$ cat config.mk
export PLATFORM = sky130hd
export DESIGN_NAME = rx_link_ctrl_flat
export DESIGN_NICKNAME = d
export VERILOG_FILES = /design/src/rtl/rx_link_ctrl_if.sv /design/src/rtl/rx_link_ctrl.sv /design/src/flat_wrapper.sv
export SDC_FILE = /design/constraint.sdc
export NUM_CORES = 1
export LEC_CHECK = 0
export ABC_AREA = 0
export ABC_CLOCK_PERIOD_IN_PS = 4200
export BUFFER_PORTS_ARGS = -buffer_cell sky130_fd_sc_hd__buf_2
export CAP_MARGIN = 0
export CORE_UTILIZATION = 50
export DETAILED_ROUTE_END_ITERATION = 6
export PLACE_DENSITY_LB_ADDON = 0.25
export SLEW_MARGIN = 40
export SYNTH_ARGS = -nofsm -noshare
export SYNTH_HDL_FRONTEND = slang
export SYNTH_SLANG_ARGS = --single-unit
$ cat constraint.sdc
create_clock -name clk -period 4.2 [get_ports clk]
set_input_delay 0.21 -clock clk [delete_from_list [all_inputs] [get_ports clk]]
set_output_delay 0.21 -clock clk [all_outputs]
set_load 0.02 [all_outputs]
$ cat src/rtl/rx_link_ctrl_if.sv
// rx_link_ctrl_if: receiver-facing serial side and aligned-word side of rx_link_ctrl.
// With RX_LINK_STATS_EN defined the link statistics counters are carried too.
interface rx_link_ctrl_if;
  logic       enable;
  logic       din;
  logic       din_valid;
  logic       rx_rst;
  logic       locked;
  logic [9:0] word_out;
  logic       word_valid;
  logic       frame_start;
`ifdef RX_LINK_STATS_EN
  logic [15:0] relock_cnt;
  logic [15:0] miss_total;

  modport master (
    output enable, din, din_valid,
    input  rx_rst, locked, word_out, word_valid, frame_start, relock_cnt, miss_total
  );
  modport slave (
    input  enable, din, din_valid,
    output rx_rst, locked, word_out, word_valid, frame_start, relock_cnt, miss_total
  );
`else
  modport master (
    output enable, din, din_valid,
    input  rx_rst, locked, word_out, word_valid, frame_start
  );
  modport slave (
    input  enable, din, din_valid,
    output rx_rst, locked, word_out, word_valid, frame_start
  );
`endif
endinterface

$ cat src/rtl/rx_link_ctrl.sv
// rx_link_ctrl: resets the optical receiver, hunts for the sync symbol, confirms
// frame alignment and delivers aligned 10-bit words. Option macro: RX_LINK_STATS_EN.
module rx_link_ctrl #(
  parameter logic [9:0] SYNC_WORD     = 10'b0111111111,
  parameter int         FRAME_LEN     = 4,
  parameter int         LOCK_COUNT    = 3,
  parameter int         MISS_LIMIT    = 2,
  parameter int         RX_RST_CYCLES = 4,
  parameter int         HUNT_TIMEOUT  = 1024
) (
  input logic           clk,
  input logic           rst,
  rx_link_ctrl_if.slave lnk
);

  localparam int IDX_W  = $clog2(FRAME_LEN);
  localparam int HIT_W  = $clog2(LOCK_COUNT + 1);
  localparam int MISS_W = $clog2(MISS_LIMIT + 1);
  localparam int RST_W  = (RX_RST_CYCLES > 1) ? $clog2(RX_RST_CYCLES) : 1;
  localparam int TMO_W  = $clog2(HUNT_TIMEOUT);
  localparam logic [IDX_W-1:0]  IDX_ONE   = IDX_W'(1);
  localparam logic [IDX_W-1:0]  IDX_LAST  = IDX_W'(FRAME_LEN - 1);
  localparam logic [HIT_W-1:0]  HIT_ONE   = HIT_W'(1);
  localparam logic [HIT_W-1:0]  HIT_LAST  = HIT_W'(LOCK_COUNT - 1);
  localparam logic [MISS_W-1:0] MISS_ONE  = MISS_W'(1);
  localparam logic [MISS_W-1:0] MISS_LAST = MISS_W'(MISS_LIMIT - 1);
  localparam logic [RST_W-1:0]  RST_ONE   = RST_W'(1);
  localparam logic [RST_W-1:0]  RST_LAST  = RST_W'(RX_RST_CYCLES - 1);
  localparam logic [TMO_W-1:0]  TMO_ONE   = TMO_W'(1);
  localparam logic [TMO_W-1:0]  TMO_LAST  = TMO_W'(HUNT_TIMEOUT - 1);

  typedef enum logic [2:0] {
    IDLE     = 3'd0,
    RX_RESET = 3'd1,
    HUNT     = 3'd2,
    CONFIRM  = 3'd3,
    LOCKED   = 3'd4
  } state_t;

  state_t            state_r;
  logic [8:0]        sr_r;
  logic [3:0]        bit_cnt_r;
  logic [IDX_W-1:0]  word_idx_r;
  logic [HIT_W-1:0]  hit_cnt_r;
  logic [MISS_W-1:0] miss_cnt_r;
  logic [RST_W-1:0]  rst_cnt_r;
  logic [TMO_W-1:0]  tmo_r;
  logic              rx_rst_r;
  logic              locked_r;
  logic [9:0]        word_out_r;
  logic              word_valid_r;
  logic              frame_start_r;

  logic [9:0]       cand_s;
  logic             sync_s;
  logic             word_done_s;
  logic             idx0_s;
  logic [IDX_W-1:0] next_idx_s;
  logic             miss_ev_s;
  logic             tmo_ev_s;

  // Only nine history bits are kept: the tenth bit of a candidate is always the live din.
  assign cand_s      = {sr_r, lnk.din};
  assign sync_s      = (cand_s == SYNC_WORD);
  assign word_done_s = lnk.din_valid && (bit_cnt_r == 4'd9);
  assign idx0_s      = (word_idx_r == '0);
  assign next_idx_s  = (word_idx_r == IDX_LAST) ? '0 : (word_idx_r + IDX_ONE);
  assign miss_ev_s   = lnk.enable && (state_r == LOCKED) && word_done_s && idx0_s && !sync_s;
  assign tmo_ev_s    = lnk.enable && (state_r == HUNT) && !(lnk.din_valid && sync_s)
                       && (tmo_r == TMO_LAST);

  assign lnk.rx_rst      = rx_rst_r;
  assign lnk.locked      = locked_r;
  assign lnk.word_out    = word_out_r;
  assign lnk.word_valid  = word_valid_r;
  assign lnk.frame_start = frame_start_r;

  // Link FSM with framing counters and registered outputs.
  always_ff @(posedge clk or negedge rst) begin
    if (!rst) begin
      state_r       <= IDLE;
      sr_r          <= 9'd0;
      bit_cnt_r     <= 4'd0;
      word_idx_r    <= '0;
      hit_cnt_r     <= '0;
      miss_cnt_r    <= '0;
      rst_cnt_r     <= '0;
      tmo_r         <= '0;
      rx_rst_r      <= 1'b1;
      locked_r      <= 1'b0;
      word_out_r    <= 10'd0;
      word_valid_r  <= 1'b0;
      frame_start_r <= 1'b0;
    end else begin
      word_valid_r  <= 1'b0;
      frame_start_r <= 1'b0;
      if (!lnk.enable) begin
        state_r    <= IDLE;
        rx_rst_r   <= 1'b1;
        locked_r   <= 1'b0;
        sr_r       <= 9'd0;
        bit_cnt_r  <= 4'd0;
        word_idx_r <= '0;
        hit_cnt_r  <= '0;
        miss_cnt_r <= '0;
        rst_cnt_r  <= '0;
        tmo_r      <= '0;
      end else begin
        case (state_r)
          IDLE: begin
            state_r   <= RX_RESET;
            rx_rst_r  <= 1'b1;
            rst_cnt_r <= '0;
          end
          RX_RESET: begin
            sr_r       <= 9'd0;
            bit_cnt_r  <= 4'd0;
            word_idx_r <= '0;
            hit_cnt_r  <= '0;
            miss_cnt_r <= '0;
            tmo_r      <= '0;
            if (rst_cnt_r == RST_LAST) begin
              state_r  <= HUNT;
              rx_rst_r <= 1'b0;
            end else begin
              rst_cnt_r <= rst_cnt_r + RST_ONE;
            end
          end
          HUNT: begin
            tmo_r <= tmo_r + TMO_ONE;
            if (lnk.din_valid) begin
              sr_r <= cand_s[8:0];
            end
            if (lnk.din_valid && sync_s) begin
              bit_cnt_r  <= 4'd0;
              word_idx_r <= IDX_ONE;
              hit_cnt_r  <= HIT_ONE;
              tmo_r      <= '0;
              if (LOCK_COUNT == 1) begin
                state_r    <= LOCKED;
                locked_r   <= 1'b1;
                miss_cnt_r <= '0;
              end else begin
                state_r <= CONFIRM;
              end
            end else if (tmo_ev_s) begin
              state_r   <= RX_RESET;
              rx_rst_r  <= 1'b1;
              rst_cnt_r <= '0;
            end
          end
          CONFIRM: begin
            if (lnk.din_valid) begin
              sr_r <= cand_s[8:0];
              if (word_done_s) begin
                bit_cnt_r  <= 4'd0;
                word_idx_r <= next_idx_s;
                if (idx0_s && sync_s) begin
                  if (hit_cnt_r == HIT_LAST) begin
                    state_r    <= LOCKED;
                    locked_r   <= 1'b1;
                    miss_cnt_r <= '0;
                  end else begin
                    hit_cnt_r <= hit_cnt_r + HIT_ONE;
                  end
                end else if (idx0_s) begin
                  state_r   <= HUNT;
                  hit_cnt_r <= '0;
                  tmo_r     <= '0;
                end
              end else begin
                bit_cnt_r <= bit_cnt_r + 4'd1;
              end
            end
          end
          LOCKED: begin
            if (lnk.din_valid) begin
              sr_r <= cand_s[8:0];
              if (word_done_s) begin
                bit_cnt_r  <= 4'd0;
                word_idx_r <= next_idx_s;
                if (!idx0_s) begin
                  word_out_r   <= cand_s;
                  word_valid_r <= 1'b1;
                end else if (sync_s) begin
                  frame_start_r <= 1'b1;
                  miss_cnt_r    <= '0;
                end else if (miss_cnt_r == MISS_LAST) begin
                  state_r   <= RX_RESET;
                  locked_r  <= 1'b0;
                  rx_rst_r  <= 1'b1;
                  rst_cnt_r <= '0;
                end else begin
                  miss_cnt_r <= miss_cnt_r + MISS_ONE;
                end
              end else begin
                bit_cnt_r <= bit_cnt_r + 4'd1;
              end
            end
          end
          default: begin
            state_r  <= IDLE;
            rx_rst_r <= 1'b1;
            locked_r <= 1'b0;
          end
        endcase
      end
    end
  end

`ifdef RX_LINK_STATS_EN
  logic [15:0] relock_cnt_r;
  logic [15:0] miss_total_r;
  logic        relock_ev_s;

  function automatic logic [15:0] sat_inc(input logic [15:0] v);
    return (v == 16'hFFFF) ? v : (v + 16'd1);
  endfunction

  assign relock_ev_s    = tmo_ev_s || (miss_ev_s && (miss_cnt_r == MISS_LAST));
  assign lnk.relock_cnt = relock_cnt_r;
  assign lnk.miss_total = miss_total_r;

  // Statistics survive enable drops and clear only on block reset.
  always_ff @(posedge clk or negedge rst) begin
    if (!rst) begin
      relock_cnt_r <= 16'd0;
      miss_total_r <= 16'd0;
    end else begin
      if (relock_ev_s) begin
        relock_cnt_r <= sat_inc(relock_cnt_r);
      end
      if (miss_ev_s) begin
        miss_total_r <= sat_inc(miss_total_r);
      end
    end
  end
`endif

endmodule

$ cat src/flat_wrapper.sv
// flat-port wrapper written by rule: the top's interface ports become plain ports
module rx_link_ctrl_flat 
#(
  parameter logic [9:0] SYNC_WORD     = 10'b0111111111,
  parameter int         FRAME_LEN     = 4,
  parameter int         LOCK_COUNT    = 3,
  parameter int         MISS_LIMIT    = 2,
  parameter int         RX_RST_CYCLES = 4,
  parameter int         HUNT_TIMEOUT  = 1024
)
  (clk, rst, lnk_enable, lnk_din, lnk_din_valid, lnk_rx_rst, lnk_locked, lnk_word_out, lnk_word_valid, lnk_frame_start);
  rx_link_ctrl_if lnk_i ();
  input logic clk;
  input logic rst;
  input wire logic [$bits(lnk_i.enable)-1:0] lnk_enable;
  input wire logic [$bits(lnk_i.din)-1:0] lnk_din;
  input wire logic [$bits(lnk_i.din_valid)-1:0] lnk_din_valid;
  output wire logic [$bits(lnk_i.rx_rst)-1:0] lnk_rx_rst;
  output wire logic [$bits(lnk_i.locked)-1:0] lnk_locked;
  output wire logic [$bits(lnk_i.word_out)-1:0] lnk_word_out;
  output wire logic [$bits(lnk_i.word_valid)-1:0] lnk_word_valid;
  output wire logic [$bits(lnk_i.frame_start)-1:0] lnk_frame_start;
  assign lnk_i.enable = lnk_enable;
  assign lnk_i.din = lnk_din;
  assign lnk_i.din_valid = lnk_din_valid;
  assign lnk_rx_rst = lnk_i.rx_rst;
  assign lnk_locked = lnk_i.locked;
  assign lnk_word_out = lnk_i.word_out;
  assign lnk_word_valid = lnk_i.word_valid;
  assign lnk_frame_start = lnk_i.frame_start;
  rx_link_ctrl #(.SYNC_WORD(SYNC_WORD), .FRAME_LEN(FRAME_LEN), .LOCK_COUNT(LOCK_COUNT), .MISS_LIMIT(MISS_LIMIT), .RX_RST_CYCLES(RX_RST_CYCLES), .HUNT_TIMEOUT(HUNT_TIMEOUT)) u_core (.clk(clk), .rst(rst), .lnk(lnk_i));
endmodule
# After elaboration in Yosys (flattened, before gate mapping)
# Index checks and enable logic that the tools add are counted.
# Widths: inputs -> output; s select.
[op_classes] n_addsub=6 eq_ne=42 bitwise=1 mux=96 n_reduce_logical=23
[ops] op="$mux 10" n=6
[ops] op="$mux 2" n=30
[ops] op="$mux 3" n=14
[ops] op="$ne 3x2->1 const B" n=12
[ops] op="$mux 1" n=30
[ops] op="$pmux 10 s3" n=1
[ops] op="$reduce_and 9->1" n=3
[ops] op="$ne 3x3->1 const B" n=8
[ops] op="$mux 9" n=2
[ops] op="$pmux 2 s3" n=3
[ops] op="$pmux 9 s2" n=1
[ops] op="$mux 4" n=4
[ops] op="$pmux 3 s5" n=1
[ops] op="$pmux 4 s3" n=1
[ops] op="$reduce_and 11->1" n=1
[ops] op="$add 10x1->10 const B" n=1
[ops] op="$eq 10x10->1 const B" n=1
[ops] op="$eq 10x9->1 const B" n=1
[ops] op="$reduce_and 10->1" n=1
[ops] op="$reduce_and 5->1" n=2
[ops] op="$add 2x1->2 const B" n=4
[ops] op="$ne 4x1->1 const B" n=2
[ops] op="$ne 4x2->1 const B" n=2
[ops] op="$ne 4x3->1 const B" n=2
[ops] op="other kinds (24)" n=35
[word_totals] output_inout_bits=14 elab_cells=181 regBits=48

# Longest topological paths before layout
# Gate-level depths: netlist (run 1).
[depth] depth_word=9 mapped_depth=8

# Least setup slack after synthesis (run 1)
# OpenSTA, ideal clock, no wires.
[synth_timing] path_kind="flip-flop to flip-flop" start="register u_core.word_idx_r[0]" end="register u_core.state_r[0]" t_required_ps=4072 t_arrival_ps=1866 setup_slack_ps=2206 path_stages_with_launch=8 cell_sequence="dfrtp_1 inv_1 ha_1 inv_2 o21ai_4 o21ai_2 a2111oi_4 mux2_1"
[synth_via] elab_chain_cells=7
[synth_rtl] item="start, declared" line="rx_link_ctrl.sv:43" source="logic [IDX_W-1:0] word_idx_r;"
[synth_rtl] item="start signal, assigned" line="rx_link_ctrl.sv:157" source="word_idx_r <= next_idx_s;"
[synth_rtl] item="start signal, assigned" line="rx_link_ctrl.sv:181" source="word_idx_r <= next_idx_s;"
[synth_rtl] item="$logic_not 2->1 (*)" line="rx_link_ctrl.sv:66" source="assign idx0_s = (word_idx_r == '0);"
[synth_rtl] item="$logic_and 1x1->1" line="rx_link_ctrl.sv:158" source="if (idx0_s && sync_s) begin"
[synth_rtl] item="$mux 3" line="rx_link_ctrl.sv:158"
[synth_rtl] item="$mux 3" line="rx_link_ctrl.sv:155" source="if (word_done_s) begin"
[synth_rtl] item="$mux 3" line="rx_link_ctrl.sv:153" source="if (lnk.din_valid) begin"
[synth_rtl] item="$pmux 3 s5" line="rx_link_ctrl.sv:109" source="case (state_r)"
[synth_rtl] item="$mux 3" line="rx_link_ctrl.sv:97" source="if (!lnk.enable) begin"
[synth_rtl] item="end signal, assigned" line="rx_link_ctrl.sv:98" source="state_r <= IDLE;"
[synth_rtl] item="end signal, assigned" line="rx_link_ctrl.sv:111" source="state_r <= RX_RESET;"
[synth_rtl] item="end signal, assigned" line="rx_link_ctrl.sv:160" source="state_r <= LOCKED;"
[synth_rtl] item="end, declared" line="rx_link_ctrl.sv:40" source="state_t state_r;"
# Mark *: on every way between the ends. The rest lies on a longest branch, timed or not. The select of a mux whose other input is x is not followed.
# A chain may end at the register's enable or synchronous reset.

# Worst setup path in the final report (run 1)
# Ends and elaborated chain as after synthesis.

==> results of run 1 <==
cells by family after synthesis:
| kind of cell | Yosys count | share of synthesized area |
|---|---|---|
| buf+inv | 25 | 0.0443 |
| fa+ha+maj | 9 | 0.0386 |
| compound gates | 59 | 0.166 |
| xor+xnor | 6 | 0.0184 |
| flops | 48 | 0.422 |
| mux | 17 | 0.0663 |
| simple gates | 120 | 0.245 |
critical path: stages (launching register included):
cell and delay [ps]:
dfrtp_1 400, inv_1 90, ha_1 360, inv_2 130, o21ai_0 300, nand3_1 250, a2111oi_4 370, mux2_1 380
routing by layer:
layer	share of wire	up-vias	track usage
met5	0	-	0
li1	-	1053	-
met2	0.45	34	0.317
met4	0.024	0	0.0849
met3	0.029	11	0.0341
met1	0.50	1080	0.296
flip-flops by register name, summed over array words and instances (netlist names):
signal	cells
u_core.tmo_r	10
u_core.lnk.locked	1
u_core.rst_cnt_r	2
u_core.miss_cnt_r	2
u_core.lnk.rx_rst	1
u_core.lnk.frame_start	1
u_core.bit_cnt_r	4
u_core.lnk.word_out	10
u_core.state_r	3
u_core.sr_r	9
u_core.hit_cnt_r	2
u_core.lnk.word_valid	1
u_core.word_idx_r	2
cells in the mapped netlist, drive strengths merged, types with 3 or more instances:
| cell | n | share of area |
|---|---|---|
| nor3b | 3 | 0.0097 |
| xor2 | 5 | 0.015 |
| nor3 | 10 | 0.023 |
| a31oi | 3 | 0.0066 |
| a21oi | 6 | 0.011 |
| nand3 | 18 | 0.032 |
| and3 | 4 | 0.0088 |
| buf | 13 | 0.029 |
| nor2 | 14 | 0.018 |
| o21ai | 18 | 0.037 |
| and4 | 5 | 0.018 |
| o211ai | 6 | 0.016 |
| nand2b | 3 | 0.0066 |
| dfrtp | 47 | 0.41 |
| o31ai | 4 | 0.011 |
| a21boi | 3 | 0.0079 |
| mux2 | 15 | 0.059 |
| nand4b | 4 | 0.018 |
| inv | 10 | 0.013 |
| ha | 8 | 0.035 |
| nand4 | 7 | 0.015 |
| nand2 | 35 | 0.046 |
| nor2b | 5 | 0.011 |
through the flow:
stage	setup WS, ps	hold WS (ps)
after floorplan	2210	-85.6
after global placement	1910	468
after detailed placement	1890	270
after CTS	1860	151
after global routing	1670	185
final	1820	164
where the power goes:
group	switching (W)	internal, W	total (W)
combinational	0.000220	0.000142	0.000362
clock	0.000168	0.000180	0.000347
sequential	0.0000641	0.000494	0.000558
total	0.000452	0.000816	0.00127
area by class of cell:
type | instances | share of cell area
multi-input combinational | 211 | 0.496
sequential | 48 | 0.392
timing repair buffer | 19 | 0.0334
tap | 72 | 0.0294
clock buffer | 5 | 0.0224
clock inverter | 3 | 0.0151
inverter | 10 | 0.0122
worst max path at each step:
stage	cells after the start	startpoint	end	slack, ps
3_5_place_dp	7	u_core.word_idx_r[0]$_DFFE_PN0P_	u_core.state_r[0]$_DFFE_PN0P_	1890
3_3_place_gp	7	u_core.word_idx_r[0]$_DFFE_PN0P_	u_core.state_r[0]$_DFFE_PN0P_	1910
6_report	7	u_core.word_idx_r[0]$_DFFE_PN0P_	u_core.state_r[0]$_DFFE_PN0P_	1820
5_1_grt	7	u_core.word_idx_r[0]$_DFFE_PN0P_	u_core.state_r[0]$_DFFE_PN0P_	1670
4_1_cts	7	u_core.word_idx_r[0]$_DFFE_PN0P_	u_core.state_r[0]$_DFFE_PN0P_	1860
2_1_floorplan	7	u_core.word_idx_r[0]$_DFFE_PN0P_	u_core.state_r[0]$_DFFE_PN0P_	2210
repair_timing:
action	in CTS	in global routing
gates resized for setup	0	0
buffers inserted	0	0
hold buffers	1	0
hold endpoints to repair	47	0
==> results.json, run 1 <==
{
  "status": "finished clean",
  "grt_max_degree": 49,
  "clk_pin_slew_ps": 100,
  "worstHoldEndpoint": "u_core.sr_r[0]$_DFFE_PN0P_",
  "async_flop_share": 1.00,
  "post-route-period-util": 0.566,
  "min_from": "lnk_din",
  "setup_tns_ps": 0,
  "cp-start-kind": "flop",
  "ys_seq_area_frac": 0.422,
  "p_leak_nw": 1.44,
  "hold_depth": 3,
  "finish.utilization": 0.557,
  "reg2reg_depth": 7,
  "vias": 2178,
  "drive_gt1_frac": 0.189,
  "yosysUniqueCellTypes": 64,
  "firstDrtPassIters": 4,
  "portBuffers": 18,
  "timing.rr.end": "u_core.state_r[0]$_DFFE_PN0P_",
  "fillCellCount": 487,
  "via_per_inst": 5.92,
  "arrival_ps": 2570,
  "gr-usage-all-layers": 0.209,
  "overflow": 0,
  "die_h_microns": 77.5,
  "netlist_area_sq_um": 2850,
  "regArea_sq_um": 1200,
  "clockBufferDepth": 2,
  "clk_latency_ps": 310,
  "cap_viol_max_count": 0,
  "synth_edf_count": 0,
  "ys_warn_count": 0,
  "place_congestion": 0.844,
  "power_w": 0.00127,
  "drc": 0,
  "areaGrowthSynthToFinish_pct": 7.68,
  "syn_avg_cell_area_sq_um": 10.0,
  "multi_input_area_sq_um": 1520,
  "crit_required_ps": 4390,
  "powerDensity_nw_per_um2": 413,
  "crit_fanout": 7,
  "rrSetupSlack_ps": 1820,
  "h-tree-depth": 2,
  "synth_cells": 284,
  "cts_buffers": 5,
  "start_util": 0.518,
  "finalHoldViolations": 0,
  "core_region_area_sq_um": 5510,
  "drv_slew": 0,
  "final_nets": 308,
  "ios": 19,
  "cts-root-buf": "clkbuf_8",
  "dp_hpwl_microns": 4070,
  "cts_sinks": 48,
  "max_slew_margin": 0.525,
  "drt-total-wl_microns": 5720,
  "num_rows": 27,
  "grt_pass1_wl_microns": 9910,
  "wire_per_inst_microns": 15.5,
  "postPlaceCellArea_sq_um": 2940,
  "fin_area_sq_um": 3070,
  "cts_tree": "done",
  "max_freq_mhz": 421,
  "num_antenna_cells": 0,
  "instances_no_fill": 368,
  "r2r_start": "u_core.word_idx_r[0]$_DFFE_PN0P_",
  "grt_setup_unrepaired": "false",
  "drt_iter0_drc": 112,
  "clock_skew_ps": 11.0,
  "tightest_slew_ps": 709,
  "antenna_found_initial": 0,
  "final_common_cell": "dfrtp_1",
  "ant_nets": 0,
  "synthFlopType": "dfrtp_1",
  "die_w_microns": 77.5,
  "finalSetupViolCount": 0,
  "first_global_vias": 2022,
  "ys_ff_latch": 48,
  "die_area_sq_um": 6010,
  "post-place-cells": 359,
  "final_cell_mix": "47 x dfrtp_1, 35 x nand2_1, 18 x nand3_1",
  "peakVddDrop_v": 0.000222,
  "end_kind": "flop",
  "critPathKind": "reg -> reg",
  "hp-class": "in -> reg",
  "period_needed_ps": 2380,
  "syn-num-nets": 297
}
Power figures use the tool's default switching activity.
==> run 2: changes to the inputs <==
--- a/config.mk
+++ b/config.mk
@@ -6,7 +6,7 @@
 export NUM_CORES = 1
 export LEC_CHECK = 0
 export ABC_AREA = 0
-export ABC_CLOCK_PERIOD_IN_PS = 4200
+export ABC_CLOCK_PERIOD_IN_PS = 2200
 export BUFFER_PORTS_ARGS = -buffer_cell sky130_fd_sc_hd__buf_2
 export CAP_MARGIN = 0
 export CORE_UTILIZATION = 50
==> constraint.sdc (replaced) <==
create_clock -name clk -period 2.2 [get_ports clk]
set_input_delay 0.11 -clock clk [delete_from_list [all_inputs] [get_ports clk]]
set_output_delay 0.11 -clock clk [all_outputs]
set_load 0.02 [all_outputs]
==> run 2 against run 1 <==
Worst setup slack worse by 1700 ps; global-route usage is 0.98 points higher; sequential power is 85% higher; via count is 3.3% higher; clock skew is 6.8 ps lower; highest routed layer unchanged; die area stayed put; sequential share of layout area is 1.6 points lower; critical path depth stayed put.
==> results.json, run 2 (synthesis gave the netlist of run 1 again) <==
{
  "critPathLaunch": "u_core.bit_cnt_r[1]$_DFFE_PN0P_",
  "clk_pin_slew_ps": 90,
  "tightest_slew_ps": 686,
  "crit_required_ps": 2390,
  "arrival_ps": 2240,
  "num_antenna_cells": 0,
  "drc": 0,
  "p_leak_nw": 1.53,
  "die_h_microns": 77.5,
  "max_freq_mhz": 489,
  "instances_no_fill": 383,
  "postCtsResizedCells": 0,
  "drt_iter0_drc": 104,
  "num_rows": 27,
  "power_switching_w": 0.000883,
  "setup_tns_ps": 0,
  "cp-start-kind": "flop",
  "place_congestion": 0.879,
  "via_per_inst": 5.87,
  "areaGrowthSynthToFinish_pct": 12.3,
  "drv_slew": 0,
  "clockBufferDepth": 2,
  "combPwrFrac": 0.311,
  "grt_pass1_wl_microns": 10300,
  "post-route-period-util": 0.930,
  "peakVddDrop_v": 0.000397,
  "antenna_found_initial": 0,
  "cts_sinks": 48,
  "postCtsSetupBuffers": 0,
  "wire_per_inst_microns": 15.9,
  "drive_gt1_frac": 0.228,
  "grt_setup_unrepaired": "false",
  "ctsHoldBuffers": 1,
  "p_clk_frac": 0.296,
  "core_region_area_sq_um": 5510,
  "drt-total-wl_microns": 6090,
  "cts-root-buf": "clkbuf_8",
  "die_w_microns": 77.5,
  "h-tree-depth": 2,
  "dp_hpwl_microns": 4440,
  "fillCellCount": 497,
  "r2r_start": "u_core.bit_cnt_r[1]$_DFFE_PN0P_",
  "max_slew_margin": 0.541,
  "ios": 19,
  "gr-usage-all-layers": 0.219,
  "first_global_vias": 2082,
  "status": "finished clean",
  "cts_tree": "done",
  "cts_buffers": 5,
  "p_seq_frac": 0.393,
  "finalSetupViolCount": 0,
  "critPathKind": "reg -> reg",
  "post-place-cells": 374,
  "finish.utilization": 0.581,
  "portBuffers": 18,
  "finalHoldViolations": 0,
  "start_util": 0.518,
  "rrSetupSlack_ps": 150,
  "powerDensity_nw_per_um2": 817,
  "clock_skew_ps": 4.27,
  "regArea_sq_um": 1200,
  "hp-class": "in -> reg",
  "firstDrtPassIters": 4,
  "crit_fanout": 4,
  "internal_power_w": 0.00173,
  "period_needed_ps": 2050,
  "final_nets": 323,
  "cap_viol_max_count": 0,
  "vias": 2249,
  "grt_max_degree": 31,
  "die_area_sq_um": 6010,
  "overflow": 0,
  "final_common_cell": "dfrtp_1",
  "ant_nets": 0,
  "final_cell_mix": "47 x dfrtp_1, 35 x nand2_1, 18 x nand3_1, 18 x buf_2",
  "postPlaceCellArea_sq_um": 3050,
  "end_kind": "flop",
  "fin_area_sq_um": 3200,
  "clk_latency_ps": 300,
  "multi_input_area_sq_um": 1520,
  "min_from": "lnk_din",
  "sw_frac_of_total": 0.338
}
run 2: changes by cell type in the layout (fill, tap and decap cells not counted):
cell	previous run	this run
buf_4	1	15
clkinvlp_4	1	0
bufinv_16	1	2
buf_2	17	18
run 2: final timing paths:
check                                                end  depth (start not counted)
max                        u_core.state_r[1]$_DFFE_PN0P_                          7
min                           u_core.sr_r[0]$_DFFE_PN0P_                          3
max reg2reg                u_core.state_r[1]$_DFFE_PN0P_                          7
min reg2reg                   u_core.sr_r[8]$_DFFE_PN0P_                          2
max in group asynchronous  u_core.lnk.rx_rst$_DFFE_PN1P_                          3
min in group asynchronous  u_core.state_r[0]$_DFFE_PN0P_                          2
run 2: through the flow:
stage / worst slack [ps] / power [W] / hold slack (ps)
3_5_place_dp: 153 / 0.00185 / 80.6
2_1_floorplan: 206 / 0.00163 / -186
6_report: 154 / 0.00262 / 65.7
5_1_grt: 5.90 / 0.00276 / 70.2
3_3_place_gp: 229 / 0.00183 / 76.5
4_1_cts: 146 / 0.00263 / 50.8
run 2: area by class of cell:
cell class	count	share of cell area
repair buffers	34	0.0664
well taps	72	0.0281
inverters	10	0.0117
clock buffers	5	0.0215
flip-flops and latches	48	0.376
clock inverters	3	0.0215
multi-input cells	211	0.475
run 2: layer usage:
layer | GRT usage | wire, microns
met3 | 0.0353 | 180
met4 | 0.0509 | 55
met1 | 0.307 | 2950
met5 | 0 | 0
met2 | 0.353 | 2910
run 2: power by group through the flow:
stage	sequential [W]	clock (W)	combinational, W
6_report	0.00103	0.000775	0.000813
5_1_grt	0.00104	0.000827	0.000891
4_1_cts	0.00103	0.000792	0.000811
3_5_place_dp	0.00104	0	0.000805
3_3_place_gp	0.00104	0	0.000795
2_1_floorplan	0.00101	0	0.000619
run 2: worst max-delay path, stage by stage, from the launching register on:
cell and delay, ps:
dfrtp_1 420, inv_1 70, ha_1 200, nand4b_4 150, o21ai_0 250, nand3_1 190, a2111oi_4 310, mux2_1 360
==> run 3: changes to the inputs <==
--- a/config.mk
+++ b/config.mk
@@ -11,7 +11,7 @@
 export CAP_MARGIN = 0
 export CORE_UTILIZATION = 50
 export DETAILED_ROUTE_END_ITERATION = 6
-export PLACE_DENSITY_LB_ADDON = 0.25
+export PLACE_DENSITY = 0.68
 export SLEW_MARGIN = 40
 export SYNTH_ARGS = -nofsm -noshare
 export SYNTH_HDL_FRONTEND = slang
==> run 3 against run 2 <==
Utilization fell by 0.91 points; worst hold slack got worse by 6.2 ps; sequential cell count did not move; sequential power barely moved; count of clock-buffer cells in the layout did not move; critical path type unchanged.
==> results.json, run 3 (synthesis gave the netlist of run 1 again) <==
{
  "firstDrtPassIters": 4,
  "h-tree-depth": 2,
  "status": "finished clean",
  "post-route-period-util": 0.916,
  "powerDensity_nw_per_um2": 755,
  "cts-root-buf": "clkbuf_8",
  "clk_latency_ps": 310,
  "clockBufferDepth": 2,
  "cts_buffers": 5,
  "drt-total-wl_microns": 5840,
  "die_area_sq_um": 6010,
  "grt_setup_unrepaired": "false",
  "max_freq_mhz": 496,
  "finalHoldViolations": 0,
  "hp-class": "in -> reg",
  "via_per_inst": 5.85,
  "gr-usage-all-layers": 0.214,
  "drv_slew": 0,
  "clock_skew_ps": 12.7,
  "final_common_cell": "dfrtp_1",
  "grt_pass1_wl_microns": 10300,
  "areaGrowthSynthToFinish_pct": 10.6,
  "crit_fanout": 13,
  "place_ws_ps": 161,
  "critPathKind": "reg -> reg",
  "finalSetupViolCount": 0,
  "setup_tns_ps": 0,
  "arrival_ps": 2200,
  "overflow": 0,
  "peakVddDrop_v": 0.000432,
  "antenna_found_initial": 0,
  "start_util": 0.518,
  "place_congestion": 0.842,
  "grt_max_degree": 31,
  "clk_pin_slew_ps": 100,
  "timing.hold.ws_ps": 59.5,
  "final_nets": 322,
  "fillCellCount": 491,
  "p_leak_nw": 1.50,
  "max_slew_margin": 0.509,
  "ios": 19,
  "cap_viol_max_count": 0,
  "die_w_microns": 77.5,
  "tightest_slew_ps": 733,
  "cts_tree": "done",
  "finish.utilization": 0.572,
  "period_needed_ps": 2010,
  "drc": 0,
  "power_w": 0.00238,
  "cp-start-kind": "flop",
  "drt_iter0_drc": 188,
  "num_antenna_cells": 0,
  "crit_required_ps": 2390,
  "vias": 2233,
  "drive_gt1_frac": 0.229,
  "num_rows": 27,
  "wire_per_inst_microns": 15.3,
  "first_global_vias": 2142,
  "final.setup.worst_slack_ps": 185,
  "die_h_microns": 77.5,
  "ant_nets": 0,
  "cts_sinks": 48,
  "dp_hpwl_microns": 4400,
  "portBuffers": 18,
  "final_cell_mix": "46 x dfrtp_1, 35 x nand2_1, 18 x nand3_1, 18 x buf_2, 15 x o21ai_0",
  "core_region_area_sq_um": 5510,
  "end_kind": "flop",
  "postCtsSetupBuffers": 0
}
-- run 3: cell count changes in the layout (fill, tap and decap cells not counted) --
| cell | before | now |
|---|---|---|
| buf_4 | 15 | 14 |
| clkinvlp_4 | 0 | 1 |
| bufinv_16 | 2 | 0 |
| dfrtp_1 | 47 | 46 |
| dfrtp_2 | 0 | 1 |
| inv_6 | 1 | 2 |
-- run 3: per-layer routing --
layer | wire (microns) | vias to the layer above | GRT usage
met2 | 2750 | 39 | 0.336
met5 | 0 | - | 0
met3 | 233 | 10 | 0.0412
li1 | - | 1088 | -
met1 | 2760 | 1096 | 0.298
met4 | 99 | 0 | 0.0698
-- run 3: power by group --
group | leakage [nW] | internal, W | switching, W
logic | 0.790 | 0.000322 | 0.000470
clock network | 0.0452 | 0.000232 | 0.000326
registers | 0.662 | 0.000944 | 0.0000875
total | 1.50 | 0.00150 | 0.000883
-- run 3: path summary, 6_finish.rpt --
path                                                from                              end  slack (ps)  cells after the start
max in group asynchronous                            rst    u_core.lnk.rx_rst$_DFFE_PN1P_        1180                      3
setup reg to reg           u_core.state_r[1]$_DFFE_PN0P_    u_core.state_r[1]$_DFFE_PN0P_         190                      5
min in group asynchronous                            rst  u_core.lnk.word_valid$_DFF_PN0_         250                      2
hold reg to reg               u_core.sr_r[8]$_DFFE_PN0P_       u_core.sr_r[8]$_DFFE_PN0P_         490                      2
setup / recovery           u_core.state_r[1]$_DFFE_PN0P_    u_core.state_r[1]$_DFFE_PN0P_         190                      5
hold / removal                                   lnk_din       u_core.sr_r[0]$_DFFE_PN0P_          60                      3
-- run 3: timing repair --
action	4_1_cts	5_1_grt
endpoints found under the hold margin	18	0
setup endpoints to repair	0	1
resized for setup	0	1
hold buffers	1	0
-- run 3: per-stage QoR --
step | cells | instance area (sq um)
5_1_grt | 382 | 3150
6_report | 382 | 3150
3_5_place_dp | 373 | 3050
2_1_floorplan | 284 | 2850
3_3_place_gp | 373 | 3050
4_1_cts | 382 | 3150
-- run 3: critical path: stages, from the launching register on --
cell and delay [ps]:
dfrtp_1 530, and4b_1 380, nor2_1 150, o21ai_2 80, a2111oi_4 400, mux2_1 360
-- run 3: final cells by class --
class | instances | area (sq um) | share of cell area
clock inverters | 3 | 25.0 | 0.00794
multi-input cells | 211 | 1520 | 0.483
flip-flops and latches | 48 | 1200 | 0.382
inverters | 10 | 37.5 | 0.0119
clock buffers | 5 | 68.8 | 0.0218
repair buffers | 33 | 205 | 0.0651
well taps | 72 | 90.1 | 0.0286
